### src/rtl/divider_sn.sv
// divider_sn -- iterative non-restoring divider, signed or unsigned per operation.
//
// Each operation takes a fixed number of cycles: a start accepted at clock edge k
// gives a done pulse after edge k+WIDTH+1. A divide by zero gives done after
// edge k+1. Results and flags stay valid until the next done. The flags are
// cleared when the next start is accepted.
//
// Ports:
//   clk        rising-edge clock
//   n_rst      asynchronous active-low reset
//   start      division request; only sampled while idle
//   is_signed  1 = two's-complement operands, 0 = unsigned (captured with start)
//   dividend   dividend (captured with start)
//   divisor    divisor  (captured with start)
//   busy       high while a division is in progress
//   done       one-cycle pulse when quotient/remainder/flags are updated
//   quotient   quotient, truncated toward zero
//   remainder  remainder, with the same sign as the dividend
//   div_zero   divisor was zero (quotient = all ones, remainder = raw dividend)
//   overflow   signed MIN / -1 (quotient = MIN, remainder = 0)
module divider_sn #(
  parameter int WIDTH = 16,
  parameter int CNT_W = $clog2(WIDTH + 1)
) (
  input  logic             clk,
  input  logic             n_rst,
  input  logic             start,
  input  logic             is_signed,
  input  logic [WIDTH-1:0] dividend,
  input  logic [WIDTH-1:0] divisor,
  output logic             busy,
  output logic             done,
  output logic [WIDTH-1:0] quotient,
  output logic [WIDTH-1:0] remainder,
  output logic             div_zero,
  output logic             overflow
);

  typedef enum logic [1:0] {
    IDLE = 2'd0,
    CALC = 2'd1,
    FIX  = 2'd2
  } state_t;

  state_t state, state_nx;

  // Operation context captured at start
  logic             mode_signed;
  logic             sign_dvd;
  logic             sign_dvs;
  logic [WIDTH-1:0] dvd_raw;
  logic [WIDTH-1:0] dvs_mag;
  logic             zero_pend;
  logic             ovf_pend;

  // Iteration state: partial remainder (one guard bit) and quotient shift register
  logic [WIDTH:0]   acc;
  logic [WIDTH-1:0] qsh;
  logic [CNT_W-1:0] cnt;

  // Combinational helpers
  logic             accept;
  logic             in_neg_dvd;
  logic             in_neg_dvs;
  logic [WIDTH-1:0] in_dvd_mag;
  logic [WIDTH-1:0] in_dvs_mag;
  logic             in_zero;
  logic             in_ovf;
  logic [WIDTH:0]   dvs_ext;
  logic [WIDTH:0]   acc_sh;
  logic [WIDTH:0]   acc_it;
  logic [WIDTH-1:0] q_it;
  logic [WIDTH-1:0] rem_mag;
  logic             neg_q;
  logic             neg_r;
  logic [WIDTH-1:0] q_res;
  logic [WIDTH-1:0] r_res;

  localparam logic [WIDTH-1:0] MIN_VAL = {1'b1, {(WIDTH-1){1'b0}}};

  assign busy   = (state != IDLE);
  assign accept = (state == IDLE) && start;

  // Operand conditioning for capture
  always_comb begin
    in_neg_dvd = is_signed & dividend[WIDTH-1];
    in_neg_dvs = is_signed & divisor[WIDTH-1];
    in_dvd_mag = in_neg_dvd ? ('0 - dividend) : dividend;
    in_dvs_mag = in_neg_dvs ? ('0 - divisor)  : divisor;
    in_zero    = (divisor == '0);
    in_ovf     = is_signed && (dividend == MIN_VAL) && (divisor == '1);
  end

  // One non-restoring step: shift {acc, qsh} left, then subtract or add the
  // divisor depending on the sign of the partial remainder before the shift.
  // The new quotient bit is the inverted sign of the result.
  always_comb begin
    dvs_ext = {1'b0, dvs_mag};
    acc_sh  = {acc[WIDTH-1:0], qsh[WIDTH-1]};
    if (acc[WIDTH]) begin
      acc_it = acc_sh + dvs_ext;
    end else begin
      acc_it = acc_sh - dvs_ext;
    end
    q_it = {qsh[WIDTH-2:0], ~acc_it[WIDTH]};
  end

  // Final correction and sign application. A negative partial remainder is
  // restored by adding the divisor back; only the low WIDTH bits are needed
  // because the corrected remainder is always below the divisor magnitude.
  always_comb begin
    rem_mag = acc[WIDTH-1:0] + (acc[WIDTH] ? dvs_mag : '0);
    neg_q   = mode_signed & (sign_dvd ^ sign_dvs);
    neg_r   = mode_signed & sign_dvd;
    q_res   = neg_q ? ('0 - qsh)     : qsh;
    r_res   = neg_r ? ('0 - rem_mag) : rem_mag;
  end

  // State register
  always_ff @(posedge clk or negedge n_rst) begin
    if (!n_rst) begin
      state <= IDLE;
    end else begin
      state <= state_nx;
    end
  end

  // Next-state logic
  always_comb begin
    state_nx = state;
    case (state)
      IDLE: begin
        if (start) begin
          state_nx = in_zero ? FIX : CALC;
        end
      end
      CALC: begin
        // The counter reaches 0 on this edge, after the last iteration.
        if (cnt == CNT_W'(1)) begin
          state_nx = FIX;
        end
      end
      FIX:     state_nx = IDLE;
      default: state_nx = IDLE;
    endcase
  end

  // Datapath and output registers
  always_ff @(posedge clk or negedge n_rst) begin
    if (!n_rst) begin
      mode_signed <= 1'b0;
      sign_dvd    <= 1'b0;
      sign_dvs    <= 1'b0;
      dvd_raw     <= '0;
      dvs_mag     <= '0;
      zero_pend   <= 1'b0;
      ovf_pend    <= 1'b0;
      acc         <= '0;
      qsh         <= '0;
      cnt         <= '0;
      done        <= 1'b0;
      quotient    <= '0;
      remainder   <= '0;
      div_zero    <= 1'b0;
      overflow    <= 1'b0;
    end else begin
      done <= 1'b0;
      if (accept) begin
        mode_signed <= is_signed;
        sign_dvd    <= dividend[WIDTH-1];
        sign_dvs    <= divisor[WIDTH-1];
        dvd_raw     <= dividend;
        dvs_mag     <= in_dvs_mag;
        zero_pend   <= in_zero;
        ovf_pend    <= in_ovf;
        acc         <= '0;
        qsh         <= in_dvd_mag;
        cnt         <= CNT_W'(WIDTH);
        div_zero    <= 1'b0;
        overflow    <= 1'b0;
      end else if (state == CALC) begin
        acc <= acc_it;
        qsh <= q_it;
        cnt <= cnt - CNT_W'(1);
      end else if (state == FIX) begin
        done <= 1'b1;
        if (zero_pend) begin
          quotient  <= '1;
          remainder <= dvd_raw;
          div_zero  <= 1'b1;
          overflow  <= 1'b0;
        end else begin
          // MIN / -1 falls out of the magnitude path as MIN with remainder 0;
          // it only needs flagging.
          quotient  <= q_res;
          remainder <= r_res;
          div_zero  <= 1'b0;
          overflow  <= ovf_pend;
        end
      end
    end
  end

endmodule

### config.mk
export PLATFORM = sky130hd
export DESIGN_NAME = divider_sn
export DESIGN_NICKNAME = d
export VERILOG_FILES = /design/src/rtl/divider_sn.sv
export SDC_FILE = /design/constraint.sdc
export NUM_CORES = 1
export LEC_CHECK = 0
export ABC_AREA = 1
export CAP_MARGIN = 0
export CORE_UTILIZATION = 35
export CTS_CLUSTER_SIZE = 40
export DETAILED_ROUTE_END_ITERATION = 10
export GPL_ROUTABILITY_DRIVEN = 0
export PLACE_DENSITY_LB_ADDON = 0.2
export SLEW_MARGIN = 15
export SYNTH_ARGS = -nofsm -noshare
export SYNTH_HDL_FRONTEND = slang
export SYNTH_SLANG_ARGS = --single-unit
### constraint.sdc
create_clock -name clk -period 2.8 [get_ports clk]
set_clock_uncertainty 0.15 [all_clocks]
set_input_delay 0.56 -clock clk [delete_from_list [all_inputs] [get_ports clk]]
set_output_delay 0.56 -clock clk [all_outputs]
set_load 0.01 [all_outputs]
# --- After elaboration in Yosys (flattened, before gate mapping) ---
# Index checks and enable logic that the tools add are counted.
totals:
  regBits: 112
  in_bits: 36
  output_inout_bits: 36
  wordCells: 80
op_classes:
  add_sub_neg: 8
  n_eq_ne: 8
  n_mux: 29
  bitwise_logic: 8
  reduce_logical: 11
op_table:
  columns: ["cell", "n"]
  rows:
  - ["16-bit 2-to-1 mux", 9]
  - ["1-bit by 16-bit subtractor with 16-bit output, first input constant", 4]
  - ["17-bit 2-to-1 mux", 3]
  - ["16-bit == test, second input constant", 2]
  - ["17-bit by 16-bit adder with 17-bit output", 1]
  - ["17-bit by 16-bit subtractor with 17-bit output", 1]
  - ["16-bit adder", 1]
  - ["16-bit logical NOT", 1]
  - ["1-bit 2-to-1 mux", 11]
  - ["5-bit 2-to-1 mux", 2]
  - ["2-bit 2-to-1 mux", 3]
  - ["2-bit != test, second input constant", 3]
  - ["2-bit nonzero test", 3]
  - ["5-bit by 1-bit == test with 1-bit output, second input constant", 1]
  - ["5-bit by 1-bit subtractor with 5-bit output, second input constant", 1]
  - ["1-bit bitwise AND", 4]
  - ["2-bit one-hot mux with 2 select lines", 1]
  - ["2-bit AND reduction", 2]
  - ["1-bit logical AND", 3]
  - ["1-bit NOT", 3]
  - ["3-bit AND reduction", 1]
  - ["2-bit by 1-bit == test with 1-bit output, second input constant", 1]
  - ["2-bit == test, second input constant", 1]
  - ["2-bit logical NOT", 1]
  - ["1-bit XOR", 1]

# --- Depth between registers and ports, before layout ---
depth:
  depth_word: 5
  ltp_mapped: 21
  mapped_depth_nobuf: 20

# --- Worst setup path after synthesis ---
# No wires, ideal clock.
synth_timing:
  path_type: "register -> register"
  from: "register acc[16]"
  to: "register remainder[14]"
  setup_time_ns: 0.117
  arrival_time_ns: 2.755
  required_time_ns: 2.533
  slack_ns: -0.222
  path_stages_with_launch: 18
  n_path_buf: 2
  period_less_slack_ns: 3.022
  cell_sequence: "dfrtp_1 > clkbuf_1 > clkbuf_1 > nand2_1 > inv_1 > ha_1 > fa_1 > inv_1 > ha_1 > inv_1 > nor2_4 > nand3_4 > nor2_4 > nand2_4 > o21ai_4 > nand3_1 > nand3_1 > nand2_1"
synth_via:
  elab_chain_cells: 5
synth_lines:
  columns: ["item", "line", "source"]
  rows:
  - ["start, declared", "57", "logic [WIDTH:0] acc;"]
  - ["start signal, assigned", "182", "acc <= acc_it;"]
  - ["16-bit 2-to-1 mux (*)", "112", "rem_mag = acc[WIDTH-1:0] + (acc[WIDTH] ? dvs_mag : '0);"]
  - ["16-bit adder (*)", "112", null]
  - ["1-bit by 16-bit subtractor with 16-bit output", "116", "r_res = neg_r ? ('0 - rem_mag) : rem_mag;"]
  - ["16-bit 2-to-1 mux (*)", "116", null]
  - ["16-bit 2-to-1 mux (*)", "187", "if (zero_pend) begin"]
  - ["end signal, assigned", "189", "remainder <= dvd_raw;"]
  - ["end signal, assigned", "196", "remainder <= r_res;"]
  - ["end, declared", "34", "output logic [WIDTH-1:0] remainder,"]
# Every way passes the cells marked *; elsewhere a longest branch is shown, timed or not.
# A chain may end at the register's enable or synchronous reset.

# --- Worst setup path in the final report ---
layout_timing:
  from: "register dvs_mag[1]"
  to: "register qsh[0]"
layout_via:
  elab_chain_cells: 5
  elab_cells_between_ends: 6
  classes_between: "add/sub (2); mux (3); bitwise (1)"
layout_lines:
  columns: ["item", "line", "source"]
  rows:
  - ["start, declared", "52", "logic [WIDTH-1:0] dvs_mag;"]
  - ["start signal, assigned", "173", "dvs_mag <= in_dvs_mag;"]
  - ["17-bit by 16-bit subtractor with 17-bit output / 17-bit by 16-bit adder with 17-bit output (equally long branches)", "103, 101", null]
  - ["17-bit 2-to-1 mux (*)", "100", "if (acc[WIDTH]) begin"]
  - ["1-bit NOT (*)", "105", "q_it = {qsh[WIDTH-2:0], ~acc_it[WIDTH]};"]
  - ["16-bit 2-to-1 mux (*)", "181", "end else if (state == CALC) begin"]
  - ["16-bit 2-to-1 mux (*)", "168", "if (accept) begin"]
  - ["end signal, assigned", "177", "qsh <= in_dvd_mag;"]
  - ["end signal, assigned", "183", "qsh <= q_it;"]
  - ["end, declared", "58", "logic [WIDTH-1:0] qsh;"]
# Every way passes the cells marked *; elsewhere a longest branch is shown, timed or not. The select of a mux whose other input is x is not followed.

==> impl_metrics.py <==
metrics = {
    "synthesis": {
        "synth.top_cells.by_count": "nand2_1, inv_1, dfrtp_1, o21ai_0, nand3_1",
        "synth_cell_types": 54,
        "yosysMostFrequentCell": "nand2_1",
        "seq_area_frac_synth_pct": 34.3,
        "ys_async_sr_fraction_pct": 100,
        "netlist_instances": 1153,
        "avgSynthCellArea_sq_um": 7.02,
        "synth_nets": 1230,
        "netlist_top_cells_area": "dfrtp_1, nand2_1, inv_1",
        "synth_ff_type": "dfrtp_1",
        "yosys.area.top_type_share_pct": 34.3,
        "yosysWarnings": 0,
        "syn-cell-area_sq_um": 8090,
        "ys_seq_elements": 111,
        "synth_area_leader_cell": "dfrtp_1",
        "synth-edff-count": 0,
    },
    "pwr": {
        "power_frac_seq_pct": 21.0,
        "ir_drop_v": 0.000584,
        "pwr-share-comb_pct": 69.5,
        "internal_power_mw": 7.48,
        "pwr-share-clk_pct": 9.5,
        "p_sw_share_pct": 48.7,
        "switchingPower_mw": 7.09,
        "p_leak_nw": 5.05,
        "p_per_area_nw_per_um2": 1430,
        "total_power_mw": 14.6,
    },
    "sta": {
        "maxSlewViolCount": 0,
        "min_period_ns": 2.75,
        "grt_setup_unrepaired": "true",
        "setup_violations": 0,
        "worst-slew-pin-transition_ns": 0.623,
        "period_share_pct": 98.1,
        "fmax_mhz": 364,
        "hold_slack_ns": 0.00432,
        "slew-limit-headroom_pct": 58.5,
        "hold_viol": 0,
    },
    "run": {
        "drv_cap": 0,
    },
    "worst_setup_path": {
        "cp.required_ns": 2.88,
        "cp-start-kind": "register",
        "path_class": "reg2reg",
        "crit_arrival_ns": 2.83,
        "worst_setup_path_end_kind": "register",
        "critical_path.max_fanout": 4,
    },
    "placed_design": {
        "dp.final_hpwl_microns": 18600,
        "dpl-instance-area_sq_um": 9510,
        "dp.cells": 1536,
        "io_buffers": 71,
    },
    "worst_hold_path": {
        "hold_class": "in2async",
    },
    "layout": {
        "fillers": 2328,
        "fin_area_sq_um": 10200,
        "fin_nets": 1352,
        "synthToLayoutAreaGrowth_pct": 25.9,
        "n_antenna_cell": 0,
        "final_layout_size_suffix_gt1_share_pct": 14.9,
        "utilization_pct": 45.0,
        "final_cells": 1565,
    },
    "floorplan": {
        "io_pins": 72,
        "dieArea_sq_um": 23700,
        "rows": 55,
        "start_util_pct": 35.7,
        "die-width_microns": 154,
        "die_h_microns": 154,
        "coreArea_sq_um": 22600,
    },
    "clock_network": {
        "cts_hold_buf": 0,
        "clock-sinks": 111,
        "cts_made_buffers": 9,
        "cts_buffer_depth": 2,
        "clkLatencyLatePin_ns": 0.36,
        "clock_tree.root_cell": "clkbuf_16",
        "cts_tree": "done",
        "path_clk_slew_ns": 0.08,
        "cts_max_level": 3,
    },
    "grt": {
        "grtUsageTotal_pct": 20.6,
        "grt_antenna_before_repair": 0,
        "grt_pass1_vias": 7227,
        "grt_max_degree": 69,
        "gr-total-overflow": 0,
        "grt_pass1_wl_microns": 38600,
    },
    "detailed_routing": {
        "vias_per_cell": 5.07,
        "ant_nets": 0,
        "firstDrtPassIters": 5,
        "drc_errors": 0,
        "vias": 7942,
        "finalWirelength_microns": 24000,
        "wire_per_inst_microns": 15.3,
        "drtIter0Drc": 593,
    },
    "outcome": {
        "outcome": "finished clean",
    },
}
per-stage QoR:
stage	setup TNS, ns	setup WS, ns
3_3_place_gp	-0.372	-0.102
4_1_cts	0	0.0120
5_1_grt	-0.721	-0.135
3_5_place_dp	-1.06	-0.192
2_1_floorplan	0	0.00858
6_report	0	0.0539
timing repair:
action	4_1_cts	5_1_grt
pin swaps	2	31
gates resized for setup	11	69
gates cloned	0	1
setup endpoints to repair	11	18
setup buffers	2	10
layout make-up:
type,count,area (sq um),share of cell area (%)
sequential,111,2780,27.3
clock buffer,10,239,2.35
tap,285,357,3.50
timing repair buffer,143,1320,12.9
multi-input combinational,833,4750,46.7
inverter,177,664,6.52
clock inverter,6,75.1,0.737
logic make-up (layout without fill, tap and decap cells):
kind of cell / count (synthesis) / count (layout) / share of synthesized area (%)
xor+xnor: 40 / 40 / 4.33
simple gates: 529 / 529 / 28.7
flops: 111 / 111 / 34.3
fa+ha+maj: 41 / 41 / 6.53
buf+inv: 209 / 336 / 9.87
compound gates: 223 / 223 / 16.2
routing by layer:
metal  wire (microns)  global-route usage (%)  vias up
met4              340                    5.05        0
li1                 -                       -     4029
met5                0                       0        -
met1            11700                    30.4     3709
met2            10500                    31.6      184
met3             1380                    2.68       20
sequential cells by signal, summed over array words and instances, names as in the netlist:
register and cells:
mode_signed 1, dvs_mag 16, quotient 16, dvd_raw 15, acc 17, state 2
div_zero 1, done 1, sign_dvs 1, qsh 16, remainder 16, sign_dvd 1
zero_pend 1, overflow 1, ovf_pend 1, cnt 5
worst max-delay path, stage by stage, from the launching register on:
cell	delay, ns
dfrtp_1	0.41
nor3_2	0.21
nand2_2	0.11
o21ai_2	0.18
o21ai_2	0.10
xor2_1	0.19
ha_1	0.36
nand2_1	0.09
nor2_2	0.13
nand4_1	0.12
nand3_2	0.11
nand3b_1	0.10
nand2_2	0.09
inv_2	0.03
nand2_1	0.05
nand2_1	0.06
nand2_1	0.06
o211ai_1	0.07
cells in the final DEF (no fill, tap or decap), drive strengths merged, types with 30 or more instances in the layout:
master,instances
nand2,311
buf,72
ha,39
o21ai,96
nor2,83
nand3,91
inv,178
dfrtp,111
a21oi,56
xor2,30
clkdlybuf4s50,70
path summary, 6_finish.rpt:
path,startpoint,endpoint,slack [ns],depth (start not counted)
max reg2reg,dvs_mag[1],qsh[0],0.05,17
min in group clk,dvd_raw[8],dvd_raw[8],0.34,2
min reg2reg,dvd_raw[8],dvd_raw[8],0.34,2
max in group asynchronous,n_rst,dvs_mag[8],1.83,2
max,dvs_mag[1],qsh[0],0.05,17
min,n_rst,remainder[7],0.004,1
power by group through the flow:
stage          combinational, mW  clock, mW  sequential [mW]
2_1_floorplan               5.97          0             2.98
3_3_place_gp                9.11          0             3.04
4_1_cts                     9.33       1.43             3.03
6_report                    10.1       1.39             3.06
5_1_grt                     11.3       1.49             3.16
3_5_place_dp                9.19          0             3.05
Power figures use the tool's default switching activity.
